$ cat src/rtl/hlsm_lane_datapath.sv
// hlsm_lane_datapath: scheduled five-step datapath applied to LANES independent
// (a,b,c) operand sets. Start launches a run from S_WAIT. Busy and Done are
// registered. Results z and x are registered and are valid from the Done cycle.
// Optional build macro: HLSM_LANE_ERROR_CHECK_EN adds ErrorRst/Error, a sticky
// flag for Start requests that arrive while the block is busy.

module hlsm_lane_datapath #(
  parameter int DATAW  = 32,
  parameter int LANES  = 1,
  parameter int SIGNED = 0
) (
  input  logic                   Clk,
  input  logic                   Rst,
  input  logic                   Start,
`ifdef HLSM_LANE_ERROR_CHECK_EN
  input  logic                   ErrorRst,
  output logic                   Error,
`endif
  input  logic [LANES*DATAW-1:0] a,
  input  logic [LANES*DATAW-1:0] b,
  input  logic [LANES*DATAW-1:0] c,
  output logic                   Busy,
  output logic                   Done,
  output logic [LANES*DATAW-1:0] z,
  output logic [LANES*DATAW-1:0] x
);

  localparam int W = LANES * DATAW;

  typedef enum logic [2:0] {
    S_WAIT = 3'd0,
    S1     = 3'd1,
    S2     = 3'd2,
    S3     = 3'd3,
    S4     = 3'd4,
    S5     = 3'd5,
    S_DONE = 3'd6
  } state_t;

  state_t           state_q, state_d;
  logic [W-1:0]     a_q, a_d, b_q, b_d, c_q, c_d;
  logic [W-1:0]     d_q, d_d, e_q, e_d, f_q, f_d;
  logic [W-1:0]     g_q, g_d, h_q, h_d, xi_q, xi_d;
  logic [W-1:0]     z_q, z_d, x_q, x_d;
  logic [LANES-1:0] eq_q, eq_d, lt_q, lt_d;
  logic             busy_q, busy_d, done_q, done_d;

  // Next-state and per-step datapath logic; each step only updates its own registers
  always_comb begin
    state_d = state_q;
    a_d     = a_q;
    b_d     = b_q;
    c_d     = c_q;
    d_d     = d_q;
    e_d     = e_q;
    f_d     = f_q;
    eq_d    = eq_q;
    lt_d    = lt_q;
    g_d     = g_q;
    h_d     = h_q;
    xi_d    = xi_q;
    z_d     = z_q;
    x_d     = x_q;

    case (state_q)
      S_WAIT: begin
        if (Start) begin
          a_d     = a;
          b_d     = b;
          c_d     = c;
          state_d = S1;
        end
      end
      S1: begin
        for (int i = 0; i < LANES; i++) begin
          d_d[i*DATAW +: DATAW] = a_q[i*DATAW +: DATAW] + b_q[i*DATAW +: DATAW];
          e_d[i*DATAW +: DATAW] = a_q[i*DATAW +: DATAW] + c_q[i*DATAW +: DATAW];
          f_d[i*DATAW +: DATAW] = a_q[i*DATAW +: DATAW] - b_q[i*DATAW +: DATAW];
        end
        state_d = S2;
      end
      S2: begin
        for (int i = 0; i < LANES; i++) begin
          eq_d[i] = (d_q[i*DATAW +: DATAW] == e_q[i*DATAW +: DATAW]);
          if (SIGNED != 0) begin
            lt_d[i] = ($signed(d_q[i*DATAW +: DATAW]) < $signed(e_q[i*DATAW +: DATAW]));
          end else begin
            lt_d[i] = (d_q[i*DATAW +: DATAW] < e_q[i*DATAW +: DATAW]);
          end
        end
        state_d = S3;
      end
      S3: begin
        for (int i = 0; i < LANES; i++) begin
          g_d[i*DATAW +: DATAW] = lt_q[i] ? d_q[i*DATAW +: DATAW] : e_q[i*DATAW +: DATAW];
        end
        state_d = S4;
      end
      S4: begin
        for (int i = 0; i < LANES; i++) begin
          h_d[i*DATAW +: DATAW]  = eq_q[i] ? g_q[i*DATAW +: DATAW] : f_q[i*DATAW +: DATAW];
          xi_d[i*DATAW +: DATAW] = g_q[i*DATAW +: DATAW] << lt_q[i];
        end
        state_d = S5;
      end
      S5: begin
        for (int i = 0; i < LANES; i++) begin
          // The arithmetic shift is kept in its own statement so the signed
          // operand is not demoted to unsigned by a surrounding expression.
          if (SIGNED != 0) begin
            z_d[i*DATAW +: DATAW] = $signed(h_q[i*DATAW +: DATAW]) >>> eq_q[i];
          end else begin
            z_d[i*DATAW +: DATAW] = h_q[i*DATAW +: DATAW] >> eq_q[i];
          end
        end
        x_d     = xi_q;
        state_d = S_DONE;
      end
      S_DONE: begin
        state_d = S_WAIT;
      end
      default: begin
        state_d = S_WAIT;
      end
    endcase

    busy_d = (state_d != S_WAIT);
    done_d = (state_d == S_DONE);
  end

  // State, operand, schedule and output registers; synchronous reset aborts any run
  always_ff @(posedge Clk) begin
    if (Rst) begin
      state_q <= S_WAIT;
      a_q     <= '0;
      b_q     <= '0;
      c_q     <= '0;
      d_q     <= '0;
      e_q     <= '0;
      f_q     <= '0;
      eq_q    <= '0;
      lt_q    <= '0;
      g_q     <= '0;
      h_q     <= '0;
      xi_q    <= '0;
      z_q     <= '0;
      x_q     <= '0;
      busy_q  <= 1'b0;
      done_q  <= 1'b0;
    end else begin
      state_q <= state_d;
      a_q     <= a_d;
      b_q     <= b_d;
      c_q     <= c_d;
      d_q     <= d_d;
      e_q     <= e_d;
      f_q     <= f_d;
      eq_q    <= eq_d;
      lt_q    <= lt_d;
      g_q     <= g_d;
      h_q     <= h_d;
      xi_q    <= xi_d;
      z_q     <= z_d;
      x_q     <= x_d;
      busy_q  <= busy_d;
      done_q  <= done_d;
    end
  end

  assign Busy = busy_q;
  assign Done = done_q;
  assign z    = z_q;
  assign x    = x_q;

`ifdef HLSM_LANE_ERROR_CHECK_EN
  logic error_q, error_d;

  // Sticky error: a Start while busy sets it and beats a concurrent ErrorRst
  always_comb begin
    error_d = error_q;
    if (Start && busy_q) begin
      error_d = 1'b1;
    end else if (ErrorRst) begin
      error_d = 1'b0;
    end
  end

  // Error flag register
  always_ff @(posedge Clk) begin
    if (Rst) begin
      error_q <= 1'b0;
    end else begin
      error_q <= error_d;
    end
  end

  assign Error = error_q;
`endif

endmodule

$ cat config.mk
export PLATFORM = sky130hd
export DESIGN_NAME = hlsm_lane_datapath
export DESIGN_NICKNAME = d
export VERILOG_FILES = /design/src/rtl/hlsm_lane_datapath.sv
export SDC_FILE = /design/constraint.sdc
export NUM_CORES = 1
export LEC_CHECK = 0
export BUFFER_PORTS_ARGS = -buffer_cell sky130_fd_sc_hd__buf_2
export CORE_MARGIN = 2
export CORE_UTILIZATION = 55
export CTS_CLUSTER_SIZE = 20
export DETAILED_ROUTE_END_ITERATION = 10
export PLACE_DENSITY_LB_ADDON = 0.3
export SLEW_MARGIN = 15
export SYNTH_ARGS = -nofsm -noshare
export SYNTH_HDL_FRONTEND = slang
export SYNTH_SLANG_ARGS = --single-unit
$ cat constraint.sdc
create_clock -name Clk -period 4.21 [get_ports Clk]
set_input_delay 1.0525 -clock Clk [delete_from_list [all_inputs] [get_ports Clk]]
set_output_delay 1.0525 -clock Clk [all_outputs]
set_load 0.005 [all_outputs]
==> reports/metrics.yaml <==
syn2layout_area_growth_pct: 11.37
timing.final.ws_setup_ns: 1.158
fp.dieW_microns: 192.2
worstPathArrival_ns: 3.48
first_pass_iters: 5
die_area_sq_um: 36930
grt-ovfl-total: 0
drive_above_1_share: 0.1072
finalSetupViolCount: 0
slowest_stage: "fa_1"
synth_top_area_share: 0.3680
place.port_buffers: 164
power_mw: 9.009
yosysWarnings: 0
synth-seq-cells: 358
first_iter_violations: 1121
num_antenna_cells: 0
synthTopCellsByArea: "dfxtp_1 37%, ha_1 8.0%, nand2_1 7.3%"
dpl_cell_area_sq_um: 20430
dpl.hpwl_microns: 39020
crit_fanout: 4
rows: 68
synth_edf_count: 0
io_pins: 165
finalNonFillerCells: 2955
worstPathCellList: "ha_1, fa_1, a21o_1, and4_1, o21bai_1, o311a_1, o41ai_4, a311oi_1, mux2i_1, o22ai_1"
synth_nets: 2642
wl_per_cell_microns: 17.88
power_density_nw_per_um2: 415.4
h-tree-depth: 2
async_reset_ff_frac: 0
syn_area_per_cell_sq_um: 8.064
status: "finished, final reports clean"
peakVddDrop_mv: 0.3671
fmax_mhz: 327.6
stdcell_area_sq_um: 21690
synth_top_area_cell: "dfxtp_1"
cts_setup_buffers: 0
worstSkewPairLatency_ns: 0.56
rsz0062_at_grt: "no"
die_y_microns: 192.2
cts_buffer_depth: 3
grt_pass1_wl_microns: 82810
skew_ns: 0.01577
slew_headroom: 0.1932
worst_pin_slew_ns: 1.206
hold_violations: 0
post-route-util: 0.6248
p_leak_nw: 8.293
grt_max_degree: 100
dp_slack_ns: 1.044
crit_path_max_incr_delay_ns: 0.41
fill_cells: 3108
synth_cell_types: 71
grt_antenna_before_repair: 1
required_ns: 4.64
endpoint_kind: "flop"
gp_congestion: 0.9339
drc: 0
cts.clk_slew.worst_paths_ns: 0.06
ant_nets: 0
grt_pass1_vias: 15472
routed_wl_microns: 52820
numCtsBuffers: 38
syn_inst: 2415
synth_flop_cell: "dfxtp_1"
crit_type: "reg2reg"
syn_area_sq_um: 19470
root_buffer: "clkbuf_16"
synth_seq_area_share: 0.3680
layout.nets: 2703
whs_ns: 0.4489
grt_use_total: 0.2838
cts_tree: "yes"
hold_class: "reg2reg"
core_area_sq_um: 34710
rrSetupSlack_ns: 1.16
via_per_inst: 5.795
cap_violations: 0
cp-start-kind: "flop"
numClockSinks: 358
fin_crit_sh: 0.7250
slew_violations: 0
vias: 17125
dp_cells: 2891
start_util: 0.5610
post_cts_resize_count: 0
period_needed_ns: 3.052
setup_tns_ns: 0
holdBufCountCts: 0
-- worst paths after layout --
check / end / from / cells past startpoint
setup / recovery: e_q[28] / a_q[0] / 10
hold / removal: x[20] / x[20] / 2
hold reg to reg: x[20] / x[20] / 2
setup reg to reg: e_q[28] / a_q[0] / 10
-- critical path: cells and delay by family (launching register included) --
family,cells,cell delay [ns]
and+or+nand+nor,1,0.22
AOI/OAI and AO/OA,6,1.43
muxes,1,0.24
adders and majority gates,2,0.67
DFF,1,0.35
-- sequential cells by signal, summed over array words and instances (netlist names) --
register and flops:
Busy 1, Done 1, a_q 32, b_q 32, c_q 32, d_q 32, e_q 32, eq_q 1
f_q 31, g_q 32, h_q 32, lt_q 1, state_q 3, x 32, xi_q 32, z 32
-- cells in the mapped netlist, types with 7 or more instances --
master / number
mux2i_1: 131
o21ai_0: 83
a31oi_1: 9
clkbuf_1: 126
nand3_1: 35
buf_2: 8
nand2_1: 378
nand2b_1: 20
nor3_1: 25
a21oi_1: 257
nor4_1: 11
buf_1: 23
nand3b_1: 10
nor2b_1: 24
a211oi_1: 157
ha_1: 125
xnor2_1: 53
nor2_1: 234
inv_1: 101
nand4_1: 18
dfxtp_1: 358
o21bai_1: 19
a21o_1: 38
or3_1: 10
xor2_1: 18
o31ai_1: 7
o21a_1: 13
o211ai_1: 15
-- kinds of logic (layout without fill, tap and decap cells) --
kind of cell	after synthesis	after routing	share of synthesized area
AND/OR/NAND/NOR	794	794	0.1764
AO/OA/AOI/OAI	671	671	0.2213
flip-flops	358	358	0.3680
buffers and inverters	262	347	0.05153
multiplexers	131	131	0.06733
adder cells (fa/ha/maj)	128	128	0.08340
XOR/XNOR	71	71	0.03193
-- layout make-up --
| class | count | area, sq um | share of cell area |
|---|---|---|---|
| clock buffers | 56 | 1140 | 0.05256 |
| clock inverters | 8 | 115.1 | 0.005307 |
| inverters | 102 | 382.9 | 0.01765 |
| multi-input cells | 1795 | 11340 | 0.5227 |
| flip-flops and latches | 358 | 7174 | 0.3308 |
| well taps | 455 | 569.3 | 0.02625 |
| repair buffers | 181 | 970.9 | 0.04477 |
-- per-layer routing --
layer  track usage  routed length (microns)  vias up
li1              -                        -     8616
met1        0.4223                    25930     7922
met2        0.4271                    22580      502
met3       0.04312                     3226       85
met4       0.07046                     1094        0
met5             0                        0        -
-- cells in the final DEF (no fill, tap or decap), drive strengths merged, types with 88 or more instances in the layout --
master,n
inv,102
nor2,234
a211oi,161
buf,181
nand2,378
ha,125
o21ai,88
mux2i,131
a21oi,259
dfxtp,358
-- report_power, final --
| part | switching (mW) | internal (mW) |
|---|---|---|
| logic | 1.14 | 0.696 |
| clock network | 1.38 | 2.00 |
| registers | 0.208 | 3.59 |
Note: power is estimated with default switching activity, not from simulation.
